<file path="src/rtl/traffic_pkg.sv">
// Shared definitions for the traffic-mode selection stage and the light sequencer:
// mode codes, lamp encodings and the sequencer state enum.
package traffic_pkg;

    localparam logic [1:0] MODE_DAY   = 2'b00;
    localparam logic [1:0] MODE_NIGHT = 2'b01;
    localparam logic [1:0] MODE_PED   = 2'b10;
    localparam logic [1:0] MODE_EMG   = 2'b11;

    // Lamp vectors are {red, yellow, green}
    localparam logic [2:0] LAMP_RED = 3'b100;
    localparam logic [2:0] LAMP_YEL = 3'b010;
    localparam logic [2:0] LAMP_GRN = 3'b001;
    localparam logic [2:0] LAMP_OFF = 3'b000;

    typedef enum logic [2:0] {
        NS_G,
        NS_Y,
        EW_G,
        EW_Y,
        ALLRED,
        PED_WALK,
        NIGHT_FLASH,
        EMG_HOLD
    } state_t;

endpackage

</file>
<file path="src/rtl/phase_timer.sv">
// Loadable down-counter that parks at zero; zero flag drives phase expiry
// and the night-flash blink cadence.
module phase_timer #(
    parameter int CNT_W = 4,
    parameter logic [CNT_W-1:0] RESET_VALUE = '0
) (
    input  logic             clk,
    input  logic             rst,
    input  logic             load,
    input  logic [CNT_W-1:0] load_value,
    output logic             zero
);

    logic [CNT_W-1:0] count;

    always_ff @(posedge clk) begin
        if (rst) begin
            count <= RESET_VALUE;
        end else if (load) begin
            count <= load_value;
        end else if (!zero) begin
            count <= count - 1'b1;
        end
    end

    assign zero = (count == '0);

endmodule

</file>
<file path="src/rtl/traffic_light_sequencer.sv">
// Timed Moore sequencer turning the registered traffic mode into NS/EW lamp
// drives; every mode change is routed through yellow and all-red.
module traffic_light_sequencer
    import traffic_pkg::*;
#(
    parameter int GREEN_CYCLES  = 8,
    parameter int YELLOW_CYCLES = 3,
    parameter int ALLRED_CYCLES = 1,
    parameter int WALK_CYCLES   = 6,
    parameter int BLINK_CYCLES  = 2,
    parameter int CNT_W         = 4
) (
    input  logic       clk,
    input  logic       rst,
    input  logic [1:0] currentState,
    output logic [2:0] nsLight,
    output logic [2:0] ewLight,
    output logic       walk,
    output logic       emgClear
);

    state_t state, state_next;
    logic   phase_zero, phase_load;
    logic   blink_zero, blink_load, night_entry;
    logic   dir, ped_served, blink;

    function automatic logic [CNT_W-1:0] phase_len_m1(input state_t s);
        case (s)
            NS_G, EW_G: return CNT_W'(GREEN_CYCLES - 1);
            NS_Y, EW_Y: return CNT_W'(YELLOW_CYCLES - 1);
            ALLRED:     return CNT_W'(ALLRED_CYCLES - 1);
            PED_WALK:   return CNT_W'(WALK_CYCLES - 1);
            default:    return '0;
        endcase
    endfunction

    // Counter reloads exactly when the state changes, so each timed state
    // lasts its full duration and nothing restarts a phase mid-way.
    assign phase_load  = (state_next != state);
    assign night_entry = (state_next == NIGHT_FLASH) && (state != NIGHT_FLASH);
    assign blink_load  = night_entry || ((state == NIGHT_FLASH) && blink_zero);

    phase_timer #(
        .CNT_W       (CNT_W),
        .RESET_VALUE (CNT_W'(ALLRED_CYCLES - 1))
    ) u_phase_timer (
        .clk        (clk),
        .rst        (rst),
        .load       (phase_load),
        .load_value (phase_len_m1(state_next)),
        .zero       (phase_zero)
    );

    phase_timer #(
        .CNT_W       (CNT_W),
        .RESET_VALUE ('0)
    ) u_blink_timer (
        .clk        (clk),
        .rst        (rst),
        .load       (blink_load),
        .load_value (CNT_W'(BLINK_CYCLES - 1)),
        .zero       (blink_zero)
    );

    always_ff @(posedge clk) begin
        if (rst) begin
            state <= ALLRED;
        end else begin
            state <= state_next;
        end
    end

    always_ff @(posedge clk) begin
        if (rst) begin
            dir        <= 1'b0;
            ped_served <= 1'b0;
            blink      <= 1'b0;
        end else begin
            if (state_next == NS_Y && state != NS_Y) begin
                dir <= 1'b1;
            end else if (state_next == EW_Y && state != EW_Y) begin
                dir <= 1'b0;
            end

            if (currentState != MODE_PED) begin
                ped_served <= 1'b0;
            end else if (state == PED_WALK && phase_zero) begin
                ped_served <= 1'b1;
            end

            if (night_entry) begin
                blink <= 1'b1;
            end else if (state == NIGHT_FLASH && blink_zero) begin
                blink <= ~blink;
            end
        end
    end

    always_comb begin
        state_next = state;
        case (state)
            NS_G: if (phase_zero || currentState == MODE_EMG) state_next = NS_Y;
            EW_G: if (phase_zero || currentState == MODE_EMG) state_next = EW_Y;
            NS_Y, EW_Y, PED_WALK: if (phase_zero) state_next = ALLRED;
            ALLRED: begin
                if (phase_zero) begin
                    if (currentState == MODE_EMG) begin
                        state_next = EMG_HOLD;
                    end else if (currentState == MODE_NIGHT) begin
                        state_next = NIGHT_FLASH;
                    end else if (currentState == MODE_PED && !ped_served) begin
                        state_next = PED_WALK;
                    end else begin
                        state_next = dir ? EW_G : NS_G;
                    end
                end
            end
            NIGHT_FLASH: if (currentState != MODE_NIGHT) state_next = ALLRED;
            EMG_HOLD:    if (currentState != MODE_EMG) state_next = ALLRED;
            default:     state_next = ALLRED;
        endcase
    end

    always_comb begin
        nsLight  = LAMP_RED;
        ewLight  = LAMP_RED;
        walk     = 1'b0;
        emgClear = 1'b0;
        case (state)
            NS_G: nsLight = LAMP_GRN;
            NS_Y: nsLight = LAMP_YEL;
            EW_G: ewLight = LAMP_GRN;
            EW_Y: ewLight = LAMP_YEL;
            PED_WALK: walk = 1'b1;
            EMG_HOLD: emgClear = 1'b1;
            NIGHT_FLASH: begin
                nsLight = blink ? LAMP_YEL : LAMP_OFF;
                ewLight = blink ? LAMP_RED : LAMP_OFF;
            end
            default: ;
        endcase
    end

endmodule

</file>
<file path="config.mk">
export PLATFORM = sky130hd
export DESIGN_NAME = traffic_light_sequencer
export DESIGN_NICKNAME = d
export VERILOG_FILES = /design/src/rtl/traffic_pkg.sv /design/src/rtl/phase_timer.sv /design/src/rtl/traffic_light_sequencer.sv
export SDC_FILE = /design/constraint.sdc
export NUM_CORES = 1
export LEC_CHECK = 0
export BUFFER_PORTS_ARGS = -buffer_cell sky130_fd_sc_hd__buf_2
export CAP_MARGIN = 20
export CORE_MARGIN = 2
export CORE_UTILIZATION = 35
export CTS_BUF_LIST = sky130_fd_sc_hd__clkbuf_4 sky130_fd_sc_hd__clkbuf_8
export CTS_CLUSTER_SIZE = 24
export DETAILED_ROUTE_END_ITERATION = 8
export HOLD_SLACK_MARGIN = 0.05
export SYNTH_ARGS = -nofsm -noshare
export SYNTH_HDL_FRONTEND = slang
export SYNTH_SLANG_ARGS = --single-unit
export TNS_END_PERCENT = 1
</file>
<file path="constraint.sdc">
create_clock -name clk -period 1.93 [get_ports clk]
set_input_delay 0.0965 -clock clk [delete_from_list [all_inputs] [get_ports clk]]
set_output_delay 0.0965 -clock clk [all_outputs]
set_load 0.01 [all_outputs]
</file>
==> results of run 1 <==
-- state kept, by name (all words and copies together) (netlist names) --
register / flops
dir: 1
state: 3
ped_served: 1
u_phase_timer.count: 4
u_blink_timer.count: 4
blink: 1
-- area by class of cell --
class | count | share of cell area, %
multi-input cells | 91 | 50.1
flip-flops and latches | 14 | 23.0
repair buffers | 34 | 18.5
well taps | 30 | 3.05
clock buffers | 4 | 2.95
inverters | 8 | 2.44
-- final timing paths --
| path | start | end | slack, ns |
|---|---|---|---|
| worst max-delay path | u_phase_timer.count[1]$_SDFFE_PP0P_ | u_phase_timer.count[2]$_SDFFE_PP0P_ | -0.06 |
| worst min-delay path | currentState[0] | ped_served$_SDFFE_PP0P_ | 0.09 |
| worst max register to register | u_phase_timer.count[1]$_SDFFE_PP0P_ | u_phase_timer.count[2]$_SDFFE_PP0P_ | -0.06 |
| worst min register to register | dir$_SDFFE_PP0P_ | dir$_SDFFE_PP0P_ | 0.51 |
-- power breakdown --
group | internal, uW | switching, uW | leakage [uW] | total [uW]
logic | 711 | 667 | 0.000396 | 1380
clock network | 115 | 104 | 0.0000210 | 218
registers | 379 | 88.6 | 0.000116 | 468
total | 1200 | 859 | 0.000533 | 2060
-- through the flow --
stage | hold slack (ns) | area [um^2] | setup WS (ns) | cells
after floorplan | 0.259 | 937 | 0.00949 | 119
after global placement | 0.390 | 1110 | -0.0434 | 169
after detailed placement | 0.390 | 1110 | -0.142 | 169
after CTS | 0.0791 | 1190 | -0.0476 | 178
after global routing | 0.0978 | 1230 | -0.208 | 181
final | 0.0897 | 1230 | -0.0635 | 181
-- layout by cell type, fill, tap and decap left out, drive strengths merged, types with 2 or more instances in the layout --
cell type / synthesis / final
a211oi: 4 / 4
a21oi: 10 / 10
and2: 2 / 2
and3: 2 / 2
buf: 4 / 34
clkbuf: 2 / 4
dfxtp: 14 / 14
ha: 2 / 2
inv: 8 / 8
mux2i: 4 / 4
nand2: 8 / 8
nand2b: 2 / 2
nand3: 3 / 3
nor2: 17 / 17
nor3: 6 / 6
nor3b: 2 / 2
o21ai: 6 / 6
o22ai: 3 / 3
or3: 3 / 3
xor2: 2 / 2
-- cells by family (layout without fill, tap and decap cells) --
family	after synthesis	count (layout)	synth area share [%]
AND/OR/NAND/NOR	52	52	31.0
AO/OA/AOI/OAI	30	30	21.8
buffers and inverters	14	46	7.04
flip-flops	14	14	30.3
XOR/XNOR	3	3	2.84
adder cells (fa/ha/maj)	2	2	2.71
multiplexers	4	4	4.33
-- worst register-to-register path, cell delays in order (launching register included) --
cell,delay [ns]
sky130_fd_sc_hd__dfxtp_2,0.34
sky130_fd_sc_hd__inv_2,0.06
sky130_fd_sc_hd__ha_4,0.14
sky130_fd_sc_hd__or4b_4,0.48
sky130_fd_sc_hd__nor4b_2,0.27
sky130_fd_sc_hd__o22a_2,0.21
sky130_fd_sc_hd__nor2_2,0.04
sky130_fd_sc_hd__mux2i_2,0.22
sky130_fd_sc_hd__a211oi_2,0.10
-- routing by layer --
metal  part of all wire (%)  vias to the layer above  global-route usage [%]
met5                      0                        -                       0
met4                      0                        0                    3.14
met3                    3.5                        0                    2.81
met2                     50                       21                    26.0
met1                     46                      442                    19.2
li1                       -                      487                       -
-- repair_timing --
action	4_1_cts	5_1_grt
endpoints found under the setup margin	7	11
buffers inserted	5	3
pin swaps	4	4
cloned	0	0
gates resized for setup	6	4
==> summary.md, run 1 <==
| Metric | Value |
|---|---|
| Status | `finished, violations left` |
| Failing checks | `negative setup slack` |
| Worst slew pin tran | `0.418 ns` |
| Most numerous cell types in the synthesized netlist | `17 x sky130_fd_sc_hd__nor2_1, 14 x sky130_fd_sc_hd__dfxtp_1, 9 x sky130_fd_sc_hd__a21oi_1` |
| Horizontal die dimension | `55.4 um` |
| Pin count of the biggest net entering global routing | `14` |
| Max-cap viol count | `0` |
| Number of iterations in the first detailed-routing pass | `4` |
| Area share of the largest cell type after synthesis | `30.3%` |
| Clock tree from TritonCTS | `done` |
| Worst Hold Depth | `2` |
| Synthesized net count | `125` |
| Worst path cell trace | `inv_2 -> ha_4 -> or4b_4 -> nor4b_2 -> o22a_2 -> nor2_2 -> mux2i_2 -> a211oi_2` |
| Peak per-stage delay on the critical path | `0.48 ns` |
| CTS Hold Buffers Added | `0` |
| Clock network latency to the later pin of the worst-skew pair | `0.28 ns` |
| Worst-case reg-to-reg path depth | `8` |
| Buffers added on ports | `11` |
| Estimated wirelength of the detail-placed design | `1.62 mm` |
| CTS HTree Levels | `1` |
| Share of final-layout standard cells stronger than drive strength 1 | `36.4%` |
| Max Root-Sink Buffers | `2` |
| First-pass GRT wire length | `3.78 mm` |
| Clock-pin slew on the worst setup and hold paths | `0.10 ns` |
| Fraction of the cycle the final worst path needs | `103%` |
| Final count of hold timing violations | `0` |
| Number of sinks handled by clock tree synthesis | `14` |
| Dominant cells by area after synthesis | `sky130_fd_sc_hd__dfxtp_1 30%, sky130_fd_sc_hd__nor2_1 6.9%, sky130_fd_sc_hd__a21oi_1 4.9%, sky130_fd_sc_hd__mux2i_1 4.3%, sky130_fd_sc_hd__nor3_1 3.2%` |
| Data required time of the critical path | `2.09 ns` |
| Via count of the routed design | `950` |
| Violation count after the first detailed-routing iteration | `31` |
| Drc violations | `0` |
| Post-synthesis async set-or-reset flop share | `0%` |
| Total wire length | `2.24 mm` |
| Final Net Count | `158` |
| Share of the yosys chip area belonging to registers | `30.3%` |
| PwrDens | `1680 mW/mm^2` |
| Via density per instance | `5.25` |
| Setup ws final | `-0.0635 ns` |
| Cell with the biggest individual delay on the critical path | `sky130_fd_sc_hd__or4b_4` |
| Inserted Clock Buffers | `3` |
| Number of global-route vias before repair | `845` |
| CP Data Arrival Time | `2.15 ns` |
| Total power | `2060 uW` |
| Highest net fanout along the worst path | `4` |
| Primary flip-flop cell chosen by synthesis mapping | `sky130_fd_sc_hd__dfxtp_1` |
| Clock root cell | `sky130_fd_sc_hd__clkbuf_4` |
| Initial core utilization | `37.0%` |
| Synthesis-to-finish area growth | `33.2%` |
| Post-synthesis cell count | `119` |
| Area of the mapped netlist | `925 um^2` |
| Count of fill cells added during filler insertion | `242` |
| DIE AREA | `0.00307 mm^2` |
| Classification of the worst-slack hold path | `in2reg` |
| Initial antenna violation count | `0` |
| Final design utilization | `49.2%` |
| I/O pin cnt | `12` |
| Count of flip-flops with a built-in enable after synthesis | `0` |
| Flops & latches, synth | `14` |
| Top cell family by delay on the critical path | `simple AND/OR/NAND/NOR gates` |
| Count of unique library cells instantiated by Yosys | `40` |
| Setup skew after layout | `0.0105 ns` |
| Residual overflow from global routing | `0` |
| Area of the placeable core | `0.00250 mm^2` |
| Vertical die dimension | `55.4 um` |
| Worst slew slack as a fraction of its limit | `72.1%` |
| Antenna cells | `0` |
| Routability cong. | `0.825` |
| Antenna Nets Post-Route | `0` |
| Cell depth of the worst setup path | `8` |
| Library cell occupying the most area in the post-synthesis netlist | `sky130_fd_sc_hd__dfxtp_1` |
| Element type at the critical path end | `register` |
| Worst IR Drop VDD | `0.000893 V` |
| Final setup violation count | `4` |
| Pleak | `0.000533 uW` |
| DR WL/cell | `12.4 um` |
| RSZ-0062 raised after global routing | `yes` |
| Row cnt | `18` |
| Maximum clock frequency | `502 MHz` |
| Final critical delay including setup and external delays | `1.99 ns` |
| Worst Path Class, Setup | `reg2reg` |
| Mean cell area of the mapped netlist | `7.77 um^2` |
| Footprint of the flip-flops and latches | `283 um^2` |
| Yosys warns | `0` |
| Type of origin of the critical path | `register` |
| Max-slew violation total from the final report | `0` |
| Combined area of the multi-input logic cells | `617 um^2` |
| Dominant cell by count in the synthesized netlist | `sky130_fd_sc_hd__nor2_1` |
| Worst path bufs/invs | `1` |
| Global routing usage summed across all routing layers | `15.0%` |
| Final sum of negative setup slack | `-0.123 ns` |
Power figures use the tool's default switching activity.
==> inputs of run 2 (changes only) <==
--- a/config.mk
+++ b/config.mk
@@ -7,6 +7,7 @@
 export LEC_CHECK = 0
 export BUFFER_PORTS_ARGS = -buffer_cell sky130_fd_sc_hd__buf_2
 export CAP_MARGIN = 20
+export CORE_ASPECT_RATIO = 0.6
 export CORE_MARGIN = 2
 export CORE_UTILIZATION = 35
 export CTS_BUF_LIST = sky130_fd_sc_hd__clkbuf_4 sky130_fd_sc_hd__clkbuf_8
==> run 2 against run 1 <==
Effect of this change:
- the run still ends with negative setup slack left
- clock power up 33%
- highest routed layer is now met4
- total power up 0.13%
- clock skew down 0.0098 ns
- sequential power down 4%
- flip-flop and latch count unchanged
- combinational power down 4%
- utilization down 1.3 points
- first-iteration DRC count up 90%
- wire length up 2.4%
- largest power group unchanged
- die area up 0.44%
- worst setup slack better by 0.029 ns
- maximum frequency up 1.5%
==> summary.md, run 2 (synthesized netlist as in run 1, its figures left out) <==
| Metric | Value |
|---|---|
| Status | `finished, violations left` |
| Failing checks | `negative setup slack` |
| CP Data Arrival Time | `2.10 ns` |
| Count of fill cells added during filler insertion | `233` |
| Setup ws final | `-0.0349 ns` |
| Vertical die dimension | `43.8 um` |
| Final setup violation count | `2` |
| Global routing usage summed across all routing layers | `16.7%` |
| Setup skew after layout | `0.000714 ns` |
| Top cell family by delay on the critical path | `simple AND/OR/NAND/NOR gates` |
| Final critical delay including setup and external delays | `1.96 ns` |
| DR WL/cell | `13.0 um` |
| Drc violations | `0` |
| Most used cells in the layout excluding fill and tap cells | `17 x sky130_fd_sc_hd__nor2_1, 16 x sky130_fd_sc_hd__buf_4, 13 x sky130_fd_sc_hd__dfxtp_1` |
| Max Root-Sink Buffers | `2` |
| Buffers added on ports | `11` |
| Worst slew slack as a fraction of its limit | `71.0%` |
| Number of iterations in the first detailed-routing pass | `4` |
| Initial antenna violation count | `0` |
| Pleak | `0.000503 uW` |
| Type of origin of the critical path | `register` |
| Cell with the biggest individual delay on the critical path | `sky130_fd_sc_hd__or4b_4` |
| Violation count after the first detailed-routing iteration | `59` |
| Via density per instance | `5.22` |
| Total routed wire length on the met1 layer | `1.16 mm` |
| Number of global-route vias before repair | `856` |
| Worst path bufs/invs | `1` |
| Max-slew violation total from the final report | `0` |
| Max-cap viol count | `0` |
| Regs by FF count | `u_blink_timer.count (4), u_phase_timer.count (4), state (3)` |
| Wire length on met3 | `193 um` |
| Antenna Nets Post-Route | `0` |
| Worst IR Drop VDD | `0.000628 V` |
| Clock-pin slew on the worst setup and hold paths | `0.06 ns` |
| Total non-filler cell area in the finished layout | `0.00120 mm^2` |
| Data required time of the critical path | `2.06 ns` |
| DIE AREA | `0.00308 mm^2` |
| Row cnt | `14` |
| Routability cong. | `0.820` |
| Placed cell area | `0.00109 mm^2` |
| Number of sinks handled by clock tree synthesis | `14` |
| Inserted Clock Buffers | `3` |
| RSZ-0062 raised after global routing | `yes` |
| Post-route worst hold slack | `0.142 ns` |
| Area of the placeable core | `0.00250 mm^2` |
| CTS HTree Levels | `1` |
| Peak per-stage delay on the critical path | `0.50 ns` |
| Final count of hold timing violations | `0` |
| Clock root cell | `sky130_fd_sc_hd__clkbuf_8` |
| Worst path cell trace | `inv_2 -> ha_4 -> or4b_4 -> o31a_1 -> a21oi_2 -> nor2_1 -> mux2i_2 -> a211oi_2` |
| Final Net Count | `151` |
| Worst Path Class, Setup | `reg2reg` |
| Total wire length | `2.29 mm` |
| Fraction of the cycle the final worst path needs | `102%` |
| Synthesis-to-finish area growth | `29.9%` |
| Classification of the worst-slack hold path | `in2reg` |
| Share of final-layout standard cells stronger than drive strength 1 | `31.9%` |
| I/O pin cnt | `12` |
| Highest metal layer with signal wires | `met4` |
| Clock tree from TritonCTS | `done` |
| Maximum clock frequency | `509 MHz` |
| CTS Hold Buffers Added | `0` |
| Met2 wire len | `929 um` |
| Highest net fanout along the worst path | `4` |
| Estimated wirelength of the detail-placed design | `1.58 mm` |
| Residual overflow from global routing | `0` |
| Clock network latency to the later pin of the worst-skew pair | `0.25 ns` |
| Commonest non-fill, non-tap cell in the layout | `sky130_fd_sc_hd__nor2_1` |
| Via count of the routed design | `919` |
| Element type at the critical path end | `register` |
| Initial core utilization | `36.9%` |
| Horizontal die dimension | `70.4 um` |
| Antenna cells | `0` |
| PwrDens | `1720 mW/mm^2` |
| First-pass GRT wire length | `4.01 mm` |
| Pin count of the biggest net entering global routing | `17` |
| Worst slew pin tran | `0.434 ns` |
run 2: cell count changes in the layout (fill, tap and decap cells not counted), moves of 2 or more:
cell                       change
sky130_fd_sc_hd__clkbuf_8      +3
sky130_fd_sc_hd__nor2_1        +2
sky130_fd_sc_hd__nor2_2        -2
sky130_fd_sc_hd__clkbuf_4      -3
sky130_fd_sc_hd__buf_4         -7
run 2: repair_timing:
action / CTS / global route
pin swaps: 6 / 2
setup buffers: 4 / 0
endpoints found under the setup margin: 6 / 9
resized for setup: 7 / 1
run 2: per-layer routing:
| layer | global-route usage, % | up-vias |
|---|---|---|
| li1 | - | 471 |
| met1 | 23.4 | 399 |
| met2 | 25.5 | 47 |
| met3 | 5.35 | 2 |
| met4 | 3.46 | 0 |
| met5 | 0 | - |
run 2: cell type report:
type / instances / area, um^2 / area share (%)
Sequential cell: 14 / 282 / 23.4
Tap cell: 32 / 40.0 / 3.33
Inverter: 8 / 30.0 / 2.50
Clock buffer: 4 / 55.1 / 4.58
Multi-Input combinational cell: 91 / 619 / 51.6
Timing Repair Buffer: 27 / 175 / 14.6
run 2: final timing paths:
path                                                           from                                   to  slack [ns]  cells after the start
worst max register to register  u_phase_timer.count[1]$_SDFFE_PP0P_  u_phase_timer.count[2]$_SDFFE_PP0P_       -0.03                      8
worst min-delay path                                currentState[0]              ped_served$_SDFFE_PP0P_        0.14                      2
worst min register to register                     dir$_SDFFE_PP0P_                     dir$_SDFFE_PP0P_        0.52                      2
worst max-delay path            u_phase_timer.count[1]$_SDFFE_PP0P_  u_phase_timer.count[2]$_SDFFE_PP0P_       -0.03                      8
run 2: per-stage QoR:
stage          worst slack, ns  util, %  instances  TNS (ns)  power [uW]
2_1_floorplan          0.00949        -        119         0        1280
3_3_place_gp           -0.0274     43.4        168   -0.0751        1600
3_5_place_dp           -0.0577     43.4        168    -0.162        1610
4_1_cts                0.00250     47.6        176         0        2030
5_1_grt                 -0.123     48.0        176    -0.477        2240
6_report               -0.0349     48.0        176   -0.0635        2070
run 2: worst register-to-register path: stages, from the launching register on:
cell,delay [ns]
sky130_fd_sc_hd__dfxtp_2,0.33
sky130_fd_sc_hd__inv_2,0.06
sky130_fd_sc_hd__ha_4,0.14
sky130_fd_sc_hd__or4b_4,0.50
sky130_fd_sc_hd__o31a_1,0.27
sky130_fd_sc_hd__a21oi_2,0.19
sky130_fd_sc_hd__nor2_1,0.08
sky130_fd_sc_hd__mux2i_2,0.20
sky130_fd_sc_hd__a211oi_2,0.09
run 2: power breakdown:
group | switching [uW] | internal, uW | total (uW)
clock | 109 | 181 | 290
sequential | 71.0 | 378 | 449
combinational | 685 | 641 | 1330
total | 865 | 1200 | 2070
==> inputs of run 3 (changes only) <==
==> constraint.sdc (replaced) <==
create_clock -name clk -period 1.93 [get_ports clk]
set_input_delay 0.579 -clock clk [delete_from_list [all_inputs] [get_ports clk]]
set_output_delay 0.579 -clock clk [all_outputs]
set_load 0.01 [all_outputs]
==> run 3 against run 2 <==
Effect of this change:
- design area is 1.2% lower
- highest routed layer is now met3
- first-iteration DRC count is 20% lower
- the flow still finishes with violations (negative setup slack)
- utilization is 0.60 points lower
- sequential share of layout area is 0.30 points higher
- clock power is 1% higher
- register-to-register slack hardly changed
- via count is 2.5% lower
- maximum frequency is 0.27% higher
==> summary.md, run 3 (synthesized netlist as in run 1, its figures left out) <==
| Metric | Value |
|---|---|
| Data required time of the critical path | `2.06 ns` |
| Worst IR Drop VDD | `0.000584 V` |
| Drc violations | `0` |
| Setup skew after layout | `0.00535 ns` |
| CTS Hold Buffers Added | `0` |
| Worst Hold Depth | `2` |
| DIE AREA | `0.00308 mm^2` |
| Worst Setup Slack post-DPL | `-0.0836 ns` |
| Cell with the biggest individual delay on the critical path | `sky130_fd_sc_hd__or4b_4` |
| Cell depth of the worst setup path | `8` |
| Horizontal die dimension | `70.4 um` |
| Post-placement cell count | `168` |
| Post-Layout Cell Count | `174` |
| I/O pin cnt | `12` |
| Max-cap viol count | `0` |
| Area of the placeable core | `0.00250 mm^2` |
| Synthesis-to-finish area growth | `28.3%` |
| Worst slew slack as a fraction of its limit | `65.4%` |
| Estimated wirelength of the detail-placed design | `1.72 mm` |
| Element type at the critical path end | `register` |
| Number of sinks handled by clock tree synthesis | `14` |
| Antenna Nets Post-Route | `0` |
| Clock network latency to the later pin of the worst-skew pair | `0.25 ns` |
| Pin count of the biggest net entering global routing | `16` |
| Failing checks | `negative setup slack` |
| Worst slew pin tran | `0.519 ns` |
| Initial core utilization | `36.9%` |
| Combined area of the multi-input logic cells | `616 um^2` |
| Maximum clock frequency | `510 MHz` |
| Number of global-route vias before repair | `855` |
| Worst-case reg-to-reg path depth | `8` |
| Antenna cells | `0` |
| Worst path cell trace | `inv_2 -> ha_4 -> or4b_4 -> o31a_1 -> a21oi_2 -> nor2_1 -> mux2i_1 -> a211oi_2` |
| Max Root-Sink Buffers | `2` |
| Footprint of the flip-flops and latches | `282 um^2` |
| Highest net fanout along the worst path | `6` |
| Final Net Count | `149` |
| Clock tree from TritonCTS | `done` |
| Buffers added on ports | `11` |
| Most used cells in the layout excluding fill and tap cells | `16 x sky130_fd_sc_hd__nor2_1, 13 x sky130_fd_sc_hd__dfxtp_1, 13 x sky130_fd_sc_hd__buf_4` |
| Top cell family by delay on the critical path | `simple AND/OR/NAND/NOR gates` |
| Fraction of the cycle the final worst path needs | `102%` |
| Setup ws final | `-0.0296 ns` |
| PwrDens | `1660 mW/mm^2` |
| Total wire length | `2.22 mm` |
| Commonest non-fill, non-tap cell in the layout | `sky130_fd_sc_hd__nor2_1` |
| Number of iterations in the first detailed-routing pass | `4` |
| First-pass GRT wire length | `3.95 mm` |
| DR WL/cell | `12.8 um` |
| Clock-pin slew on the worst setup and hold paths | `0.06 ns` |
| Row cnt | `14` |
| Residual overflow from global routing | `0` |
| Count of fill cells added during filler insertion | `242` |
| Peak per-stage delay on the critical path | `0.49 ns` |
| RSZ-0062 raised after global routing | `yes` |
| Type of origin of the critical path | `register` |
| Status | `finished, violations left` |
| Regs by FF count | `u_blink_timer.count (4), u_phase_timer.count (4), state (3)` |
| Final count of hold timing violations | `0` |
| Vertical die dimension | `43.8 um` |
| Worst Path Class, Setup | `reg2reg` |
| Total power | `1970 uW` |
| Max-slew violation total from the final report | `0` |
| Global routing usage summed across all routing layers | `16.0%` |
| CTS HTree Levels | `1` |
| Initial antenna violation count | `0` |
| Pleak | `0.000499 uW` |
| Worst path bufs/invs | `1` |
| CP Data Arrival Time | `2.09 ns` |
| Via density per instance | `5.15` |
| Clock root cell | `sky130_fd_sc_hd__clkbuf_8` |
| Inserted Clock Buffers | `3` |
| Via count of the routed design | `896` |
| Final critical delay including setup and external delays | `1.96 ns` |
| Routability cong. | `0.796` |
| Final setup violation count | `4` |
| Share of final-layout standard cells stronger than drive strength 1 | `31.0%` |
| Violation count after the first detailed-routing iteration | `47` |
| Classification of the worst-slack hold path | `reg2reg` |
-- run 3: path summary, 6_finish.rpt --
check | startpoint | end | slack, ns
worst max register to register | u_phase_timer.count[1]$_SDFFE_PP0P_ | u_phase_timer.count[2]$_SDFFE_PP0P_ | -0.03
worst max-delay path | u_phase_timer.count[1]$_SDFFE_PP0P_ | u_phase_timer.count[2]$_SDFFE_PP0P_ | -0.03
worst min-delay path | dir$_SDFFE_PP0P_ | dir$_SDFFE_PP0P_ | 0.52
worst min register to register | dir$_SDFFE_PP0P_ | dir$_SDFFE_PP0P_ | 0.52
-- run 3: timing repair --
action / in CTS / in global routing
resized for setup: 6 / 4
buffers inserted: 2 / 0
pin swaps: 1 / 1
endpoints found under the setup margin: 8 / 10
-- run 3: tightest hold or removal path: cells and delay by family (launching register included) --
family,cells,cell delay [ns]
simple gates,1,0.10
compound gates,1,0.05
flops,1,0.32
-- run 3: per-stage QoR --
step / hold slack, ns / util (%) / cell area, um^2 / setup TNS, ns
global route: 0.559 / 47.4 / 1190 / -0.585
finish: 0.519 / 47.4 / 1190 / -0.0763
CTS: 0.523 / 46.8 / 1170 / -0.0311
detailed placement: 0.510 / 43.4 / 1090 / -0.288
global placement: 0.492 / 43.4 / 1090 / -0.0862
floorplan: 0.473 / - / 937 / 0
-- run 3: area by class of cell --
class | count | share of cell area [%]
clock buffers | 4 | 4.64
inverters | 8 | 2.53
multi-input cells | 91 | 51.9
flip-flops and latches | 14 | 23.7
well taps | 32 | 3.38
repair buffers | 25 | 13.8
-- run 3: power by group --
group	internal, uW	switching [uW]
logic	581	659
registers	378	56.6
clock network	181	113
total	1140	828
-- run 3: per-layer routing --
layer  track usage, %  vias to the layer above  part of all wire [%]  wire (um)
met5                0                        -                     0          0
met4             2.31                        0                     0          0
met3             3.72                        0                   4.8        107
met2             25.3                       23                    42        929
met1             23.0                      406                    53       1180
li1                 -                      467                     -          -
